===== src/rtl/ods_out_serializer_pkg.sv =====
// Shared constants and types for the ODS output serializer slice.
// Optional lane masking is enabled with ODS_OUT_SER_LANE_MASK_EN.
package ods_pkg;

  localparam int NUM_LANES         = 3;
  localparam int ODS_DEFAULT_WIDTH = 16;

  typedef enum logic [1:0] {
    LANE1 = 2'd0,
    LANE2 = 2'd1,
    LANE3 = 2'd2
  } lane_e;

  // Element 0 is row 1, so {row3, row2, row1} packs naturally.
  typedef struct packed {
    logic [NUM_LANES-1:0][ODS_DEFAULT_WIDTH-1:0] word;
  } triple_t;

endpackage


===== src/rtl/ods_out_serializer_if.sv =====
// Triple-in / word-out stream bundle for ods_out_serializer.
// The lane_mask member exists only when ODS_OUT_SER_LANE_MASK_EN is defined.
interface ods_out_serializer_if #(
  parameter int IO_DATA_WIDTH = 16
);

  logic [IO_DATA_WIDTH-1:0] in_1;
  logic [IO_DATA_WIDTH-1:0] in_2;
  logic [IO_DATA_WIDTH-1:0] in_3;
  logic                     in_valid;
  logic                     in_ready;
  logic [IO_DATA_WIDTH-1:0] out;
  logic                     out_valid;
  logic                     out_ready;
  logic [1:0]               out_lane;
  logic                     out_last;

`ifdef ODS_OUT_SER_LANE_MASK_EN
  logic [2:0]               lane_mask;

  modport master (
    output in_1, in_2, in_3, in_valid, lane_mask, out_ready,
    input  in_ready, out, out_valid, out_lane, out_last
  );

  modport slave (
    input  in_1, in_2, in_3, in_valid, lane_mask, out_ready,
    output in_ready, out, out_valid, out_lane, out_last
  );
`else
  modport master (
    output in_1, in_2, in_3, in_valid, out_ready,
    input  in_ready, out, out_valid, out_lane, out_last
  );

  modport slave (
    input  in_1, in_2, in_3, in_valid, out_ready,
    output in_ready, out, out_valid, out_lane, out_last
  );
`endif

endinterface


===== src/rtl/ods_out_serializer_triple_fifo.sv =====
// Circular buffer of DEPTH triple entries with registered occupancy count.
// DEPTH need not be a power of two; pointers wrap explicitly.
module ods_triple_fifo #(
  parameter int ENTRY_WIDTH = 48,
  parameter int DEPTH       = 2
) (
  input  logic                   clk,
  input  logic                   rst_in,
  input  logic                   push,
  input  logic                   pop,
  input  logic [ENTRY_WIDTH-1:0] wr_data,
  output logic [ENTRY_WIDTH-1:0] rd_data,
  output logic                   full,
  output logic                   empty
);

  localparam int CNT_W = $clog2(DEPTH + 1);
  localparam int PTR_W = (DEPTH > 1) ? $clog2(DEPTH) : 1;

  logic [ENTRY_WIDTH-1:0] mem [DEPTH];
  logic [PTR_W-1:0]       wr_ptr;
  logic [PTR_W-1:0]       rd_ptr;
  logic [CNT_W-1:0]       count;
  logic                   push_ok;
  logic                   pop_ok;

  function automatic logic [PTR_W-1:0] next_ptr(input logic [PTR_W-1:0] p);
    return (p == PTR_W'(DEPTH - 1)) ? '0 : p + 1'b1;
  endfunction

  assign full    = (count == CNT_W'(DEPTH));
  assign empty   = (count == '0);
  assign push_ok = push && !full;
  assign pop_ok  = pop && !empty;
  assign rd_data = mem[rd_ptr];

  always_ff @(posedge clk) begin
    if (rst_in) begin
      wr_ptr <= '0;
      rd_ptr <= '0;
      count  <= '0;
      for (int i = 0; i < DEPTH; i++) begin
        mem[i] <= '0;
      end
    end else begin
      if (push_ok) begin
        mem[wr_ptr] <= wr_data;
        wr_ptr      <= next_ptr(wr_ptr);
      end
      if (pop_ok) begin
        rd_ptr <= next_ptr(rd_ptr);
      end
      case ({push_ok, pop_ok})
        2'b10:   count <= count + 1'b1;
        2'b01:   count <= count - 1'b1;
        default: count <= count;
      endcase
    end
  end

endmodule


===== src/rtl/ods_out_serializer.sv =====
// Buffers row triples and emits them one word per transfer in lane order 1-2-3.
// Define ODS_OUT_SER_LANE_MASK_EN to store a per-triple lane mask that skips lanes.
module ods_out_serializer
  import ods_pkg::*;
#(
  parameter int IO_DATA_WIDTH = 16,
  parameter int DEPTH         = 2
) (
  input  logic                 clk,
  input  logic                 rst_in,
  ods_out_serializer_if.slave  bus
);

  localparam int W = IO_DATA_WIDTH;
`ifdef ODS_OUT_SER_LANE_MASK_EN
  localparam int ENTRY_W = NUM_LANES * W + NUM_LANES;
`else
  localparam int ENTRY_W = NUM_LANES * W;
`endif

  localparam logic [1:0] ST_LANE1 = LANE1;
  localparam logic [1:0] ST_LANE3 = LANE3;

  logic [ENTRY_W-1:0]              wr_data;
  logic [ENTRY_W-1:0]              rd_data;
  logic [NUM_LANES-1:0][W-1:0]     head_words;
  logic [NUM_LANES-1:0]            head_mask;
  logic                            full;
  logic                            empty;
  logic                            push;
  logic                            pop;
  logic                            fire;
  logic                            is_last;
  logic [1:0]                      lane_q;
  logic [1:0]                      cur_lane;
  logic [W-1:0]                    cur_word;

  assign head_words = rd_data[NUM_LANES*W-1:0];

`ifdef ODS_OUT_SER_LANE_MASK_EN
  // An all-zero mask carries no words, so such triples never occupy a slot.
  assign wr_data   = {bus.lane_mask, bus.in_3, bus.in_2, bus.in_1};
  assign head_mask = rd_data[ENTRY_W-1 -: NUM_LANES];
  assign push      = bus.in_valid && bus.in_ready && (bus.lane_mask != '0);
`else
  assign wr_data   = {bus.in_3, bus.in_2, bus.in_1};
  assign head_mask = '1;
  assign push      = bus.in_valid && bus.in_ready;
`endif

  ods_triple_fifo #(
    .ENTRY_WIDTH (ENTRY_W),
    .DEPTH       (DEPTH)
  ) u_fifo (
    .clk     (clk),
    .rst_in  (rst_in),
    .push    (push),
    .pop     (pop),
    .wr_data (wr_data),
    .rd_data (rd_data),
    .full    (full),
    .empty   (empty)
  );

  // The presented lane is the first enabled lane at or above the lane state,
  // so skipping costs no extra cycles and stays stable while stalled.
  always_comb begin
    cur_lane = ST_LANE3;
    is_last  = 1'b1;
    for (int i = NUM_LANES - 1; i >= 0; i--) begin
      if (head_mask[i] && (2'(i) >= lane_q)) begin
        cur_lane = 2'(i);
      end
    end
    for (int i = 0; i < NUM_LANES; i++) begin
      if (head_mask[i] && (2'(i) > cur_lane)) begin
        is_last = 1'b0;
      end
    end
  end

  always_comb begin
    cur_word = '0;
    case (cur_lane)
      2'd0:    cur_word = head_words[0];
      2'd1:    cur_word = head_words[1];
      2'd2:    cur_word = head_words[2];
      default: cur_word = '0;
    endcase
  end

  assign bus.out_valid = !empty;
  assign bus.in_ready  = !rst_in && !full;
  assign bus.out       = bus.out_valid ? cur_word : '0;
  assign bus.out_lane  = bus.out_valid ? cur_lane : 2'd0;
  assign bus.out_last  = bus.out_valid && is_last;

  assign fire = bus.out_valid && bus.out_ready;
  assign pop  = fire && is_last;

  always_ff @(posedge clk) begin
    if (rst_in) begin
      lane_q <= ST_LANE1;
    end else if (fire) begin
      lane_q <= is_last ? ST_LANE1 : cur_lane + 2'd1;
    end
  end

endmodule


===== src/flat_wrapper.sv =====
// flat-port wrapper written by rule: the top's interface ports become plain ports
module ods_out_serializer_flat import ods_pkg::*;
#(
  parameter int IO_DATA_WIDTH = 16,
  parameter int DEPTH         = 2
)
  (clk, rst_in, bus_in_1, bus_in_2, bus_in_3, bus_in_valid, bus_out_ready, bus_in_ready, bus_out, bus_out_valid, bus_out_lane, bus_out_last);
  ods_out_serializer_if #(.IO_DATA_WIDTH(IO_DATA_WIDTH)) bus_i ();
  input  logic clk;
  input  logic rst_in;
  input wire logic [$bits(bus_i.in_1)-1:0] bus_in_1;
  input wire logic [$bits(bus_i.in_2)-1:0] bus_in_2;
  input wire logic [$bits(bus_i.in_3)-1:0] bus_in_3;
  input wire logic [$bits(bus_i.in_valid)-1:0] bus_in_valid;
  input wire logic [$bits(bus_i.out_ready)-1:0] bus_out_ready;
  output wire logic [$bits(bus_i.in_ready)-1:0] bus_in_ready;
  output wire logic [$bits(bus_i.out)-1:0] bus_out;
  output wire logic [$bits(bus_i.out_valid)-1:0] bus_out_valid;
  output wire logic [$bits(bus_i.out_lane)-1:0] bus_out_lane;
  output wire logic [$bits(bus_i.out_last)-1:0] bus_out_last;
  assign bus_i.in_1 = bus_in_1;
  assign bus_i.in_2 = bus_in_2;
  assign bus_i.in_3 = bus_in_3;
  assign bus_i.in_valid = bus_in_valid;
  assign bus_i.out_ready = bus_out_ready;
  assign bus_in_ready = bus_i.in_ready;
  assign bus_out = bus_i.out;
  assign bus_out_valid = bus_i.out_valid;
  assign bus_out_lane = bus_i.out_lane;
  assign bus_out_last = bus_i.out_last;
  ods_out_serializer #(.IO_DATA_WIDTH(IO_DATA_WIDTH), .DEPTH(DEPTH)) u_core (.clk(clk), .rst_in(rst_in), .bus(bus_i));
endmodule

===== config.mk =====
export PLATFORM = sky130hd
export DESIGN_NAME = ods_out_serializer_flat
export DESIGN_NICKNAME = d
export VERILOG_FILES = /design/src/rtl/ods_out_serializer_pkg.sv /design/src/rtl/ods_out_serializer_if.sv /design/src/rtl/ods_out_serializer_triple_fifo.sv /design/src/rtl/ods_out_serializer.sv /design/src/flat_wrapper.sv
export SDC_FILE = /design/constraint.sdc
export NUM_CORES = 1
export LEC_CHECK = 0
export BUFFER_PORTS_ARGS = -buffer_cell sky130_fd_sc_hd__buf_2
export CAP_MARGIN = 10
export CORE_MARGIN = 2
export CORE_UTILIZATION = 45
export DETAILED_ROUTE_END_ITERATION = 10
export PLACE_DENSITY = 0.76
export SYNTH_ARGS = -nofsm -noshare
export SYNTH_HDL_FRONTEND = slang
export SYNTH_SLANG_ARGS = --single-unit
export TNS_END_PERCENT = 50

===== constraint.sdc =====
create_clock -name clk -period 2.8 [get_ports clk]
set_input_delay 0.28 -clock clk [delete_from_list [all_inputs] [get_ports clk]]
set_output_delay 0.28 -clock clk [all_outputs]
set_load 0.02 [all_outputs]

==> impl_metrics.ini <==
[outcome]
status = completed

[route]
ant_nets = 0
vias_per_cell = 5.206
wl_per_cell_um = 18.75
routed_wl_mm = 10.30
drtIter0Drc = 188
dr.pass1.iters = 4
drcViolationCount = 0
vias = 2858

[synthesis]
syn_area_per_cell_um2 = 13.97
synth_nets = 391
syn_inst = 338
yosysWarnings = 0
synth.distinct_cells = 29
yosysSeqAreaShare_pct = 64.02
ys_seq_elements = 103
synth_area_um2 = 4722

[pwr]
power.density_nw_per_um2 = 561.7
p_leak_nw = 2.031
p_total_mw = 3.021
ir_worst_vdd_uv = 305.4

[critical_path]
worstReg2RegStart = u_core.u_fifo.count[0]
path_cells = buf_4 > mux2i_1 > a221oi_1 > buf_2
worstPathRequired_ns = 2.52
end_kind = output pin
r2r_slack_ns = 0.91
critPathLaunchType = flop
cp_data_arrival_time_ns = 2.19
cp_max_fo = 17
rr_worst_depth = 4
critPathSlowestCell = dfxtp_2
endpoint = bus_out[5]
cp_slowest_stage_delay_ns = 0.60
crit_type = flop to output pin
reg2reg_to = u_core.u_fifo.mem[1][33]

[sta]
fin_setup_tns_ns = 0
worstMarginPinSlew_ns = 0.7549
slew_headroom_pct = 49.67
clock.fmax_mhz = 405.6
hold_viol = 0
rsz0062_at_grt = no
period_needed_ns = 2.465
setup_viol = 0
fin_skew_ns = 0.004479
slew_viol_final = 0
final.period_utilization_pct = 88.05

[placed_design]
gp_congestion = 0.7564
dp_hpwl_mm = 6.556
numPortBuffers = 72

[grt]
grt_max_degree = 50
grt_pass1_wl_mm = 15.86
antenna_found_initial = 2
grt-ovfl-total = 0
grt_pass1_vias = 2895
track_usage_pct = 18.90

[clock_network]
root_buffer = clkbuf_8
cts_resized = 0
cts.clk_slew.worst_paths_ns = 0.09
cts_buffers = 9
htree_num_levels = 3
clk_latency_ns = 0.36
cts_tree = built
cts.sinks = 103
hold_buffers = 0
clockBufferDepth = 2
cts_setup_buffers = 0

[flow_run]
cap_violations = 0

[cells_and_area]
multiInputGateArea_um2 = 1558
drive_gt1_share_pct = 28.71
final_common_cell = and2_1
nNetsFinal = 459
regArea_um2 = 3024
syn2layout_area_growth_pct = 13.88
fillers = 869
layout_common_cells = and2_1, edfxtp_1, buf_2

[floorplan]
num_rows = 37
initial_core_util_pct = 45.95
chipWidth_um = 106.4
die_area_um2 = 11330
ios = 73
die_h_um = 106.4
coreArea_um2 = 10280

[hold_path]
hold_path_class = input pin to flop
-- layer usage --
metal | routed length, um | part of all wire, % | up-vias | global-route usage [%]
li1 | - | - | 1361 | -
met1 | 4344 | 42 | 1387 | 25.26
met2 | 5173 | 50 | 95 | 30.82
met3 | 590 | 5.7 | 15 | 2.514
met4 | 188 | 1.8 | 0 | 8.720
met5 | 0 | 0 | - | 0
-- through the flow --
| stage | hold WS, ns | utilization (%) | area, um2 | cells | setup WS (ns) |
|---|---|---|---|---|---|
| detailed placement | 0.4694 | 50.52 | 5192 | 531 | 0.7604 |
| global placement | 0.4595 | 50.52 | 5192 | 531 | 0.8192 |
| floorplan | 0.4275 | - | 4722 | 338 | 0.7470 |
| global route | 0.1965 | 52.33 | 5378 | 549 | 0.2210 |
| CTS | 0.1852 | 52.28 | 5373 | 547 | 0.3670 |
| finish | 0.1925 | 52.33 | 5378 | 549 | 0.3346 |
-- sequential cells by signal, indices dropped and copies added, names as in the netlist, named ones only --
name and flops:
u_core.lane_q 2, u_core.u_fifo.wr_ptr 1, u_core.u_fifo.count 2, u_core.u_fifo.rd_ptr 1
u_core.u_fifo.mem 96
-- worst min-delay path by stage --
stage | startpoint | endpoint | slack, ns | depth (start not counted)
after global routing | bus_in_2[5] | u_core.u_fifo.mem[0][21] | 0.20 | 2
after CTS | bus_out_ready | u_core.lane_q[0] | 0.19 | 3
after global placement | u_core.lane_q[0] | u_core.lane_q[0] | 0.46 | 2
after floorplan | bus_out_ready | u_core.lane_q[0] | 0.43 | 2
after detailed placement | u_core.lane_q[0] | u_core.lane_q[0] | 0.47 | 2
final | bus_out_ready | u_core.lane_q[0] | 0.19 | 3
-- worst max-delay path, delay by kind of cell, from the launching register on --
kind            cells  cell delay [ns]
buf+inv             2             0.61
compound gates      1             0.42
flops               1             0.60
mux                 1             0.18
-- synthesized netlist by cell type, drive strengths merged --
cell type / number / area (um2)
a211oi: 1 / 7.510
a21oi: 3 / 15.01
a221oi: 15 / 131.4
a22o: 1 / 8.760
and2: 97 / 606.8
buf: 10 / 75.07
clkbuf: 13 / 58.81
dfxtp: 7 / 140.1
edfxtp: 96 / 2883
ha: 1 / 12.51
inv: 2 / 7.510
mux2: 16 / 180.2
mux2i: 32 / 320.3
nand2: 3 / 11.26
nand2b: 2 / 12.51
nand3: 1 / 5.000
nor2: 6 / 22.52
nor2b: 2 / 15.02
nor4b: 2 / 47.55
o211ai: 1 / 7.510
o21ai: 18 / 90.09
or2: 5 / 31.28
or3: 1 / 6.260
xnor2: 1 / 8.760
xor2: 2 / 17.52
-- report_power, final --
part           internal [mW]  total, mW  switching [mW]  leakage [nW]
registers               1.79       1.82          0.0304          1.06
logic                  0.120      0.315           0.195         0.874
clock network          0.407      0.885           0.477        0.0945
-- layout make-up --
cell class / count / area share (%)
Clock inverter: 5 / 0.9074
Clock buffer: 11 / 2.443
Antenna cell: 2 / 0.09307
Inverter: 2 / 0.1396
Sequential cell: 103 / 56.24
Timing Repair Buffer: 80 / 8.050
Multi-Input combinational cell: 210 / 28.97
Tap cell: 136 / 3.164
-- cells by family (layout without fill, tap and decap cells) --
group | Yosys count | in the layout | share of synthesized area (%)
compound gates | 39 | 39 | 5.512
xor+xnor | 3 | 3 | 0.5565
fa+ha+maj | 1 | 1 | 0.2649
buf+inv | 25 | 98 | 2.994
flops | 103 | 103 | 64.02
mux | 48 | 48 | 10.60
other cells | 0 | 2 | 0
simple gates | 119 | 119 | 16.06
Power figures use the tool's default switching activity.
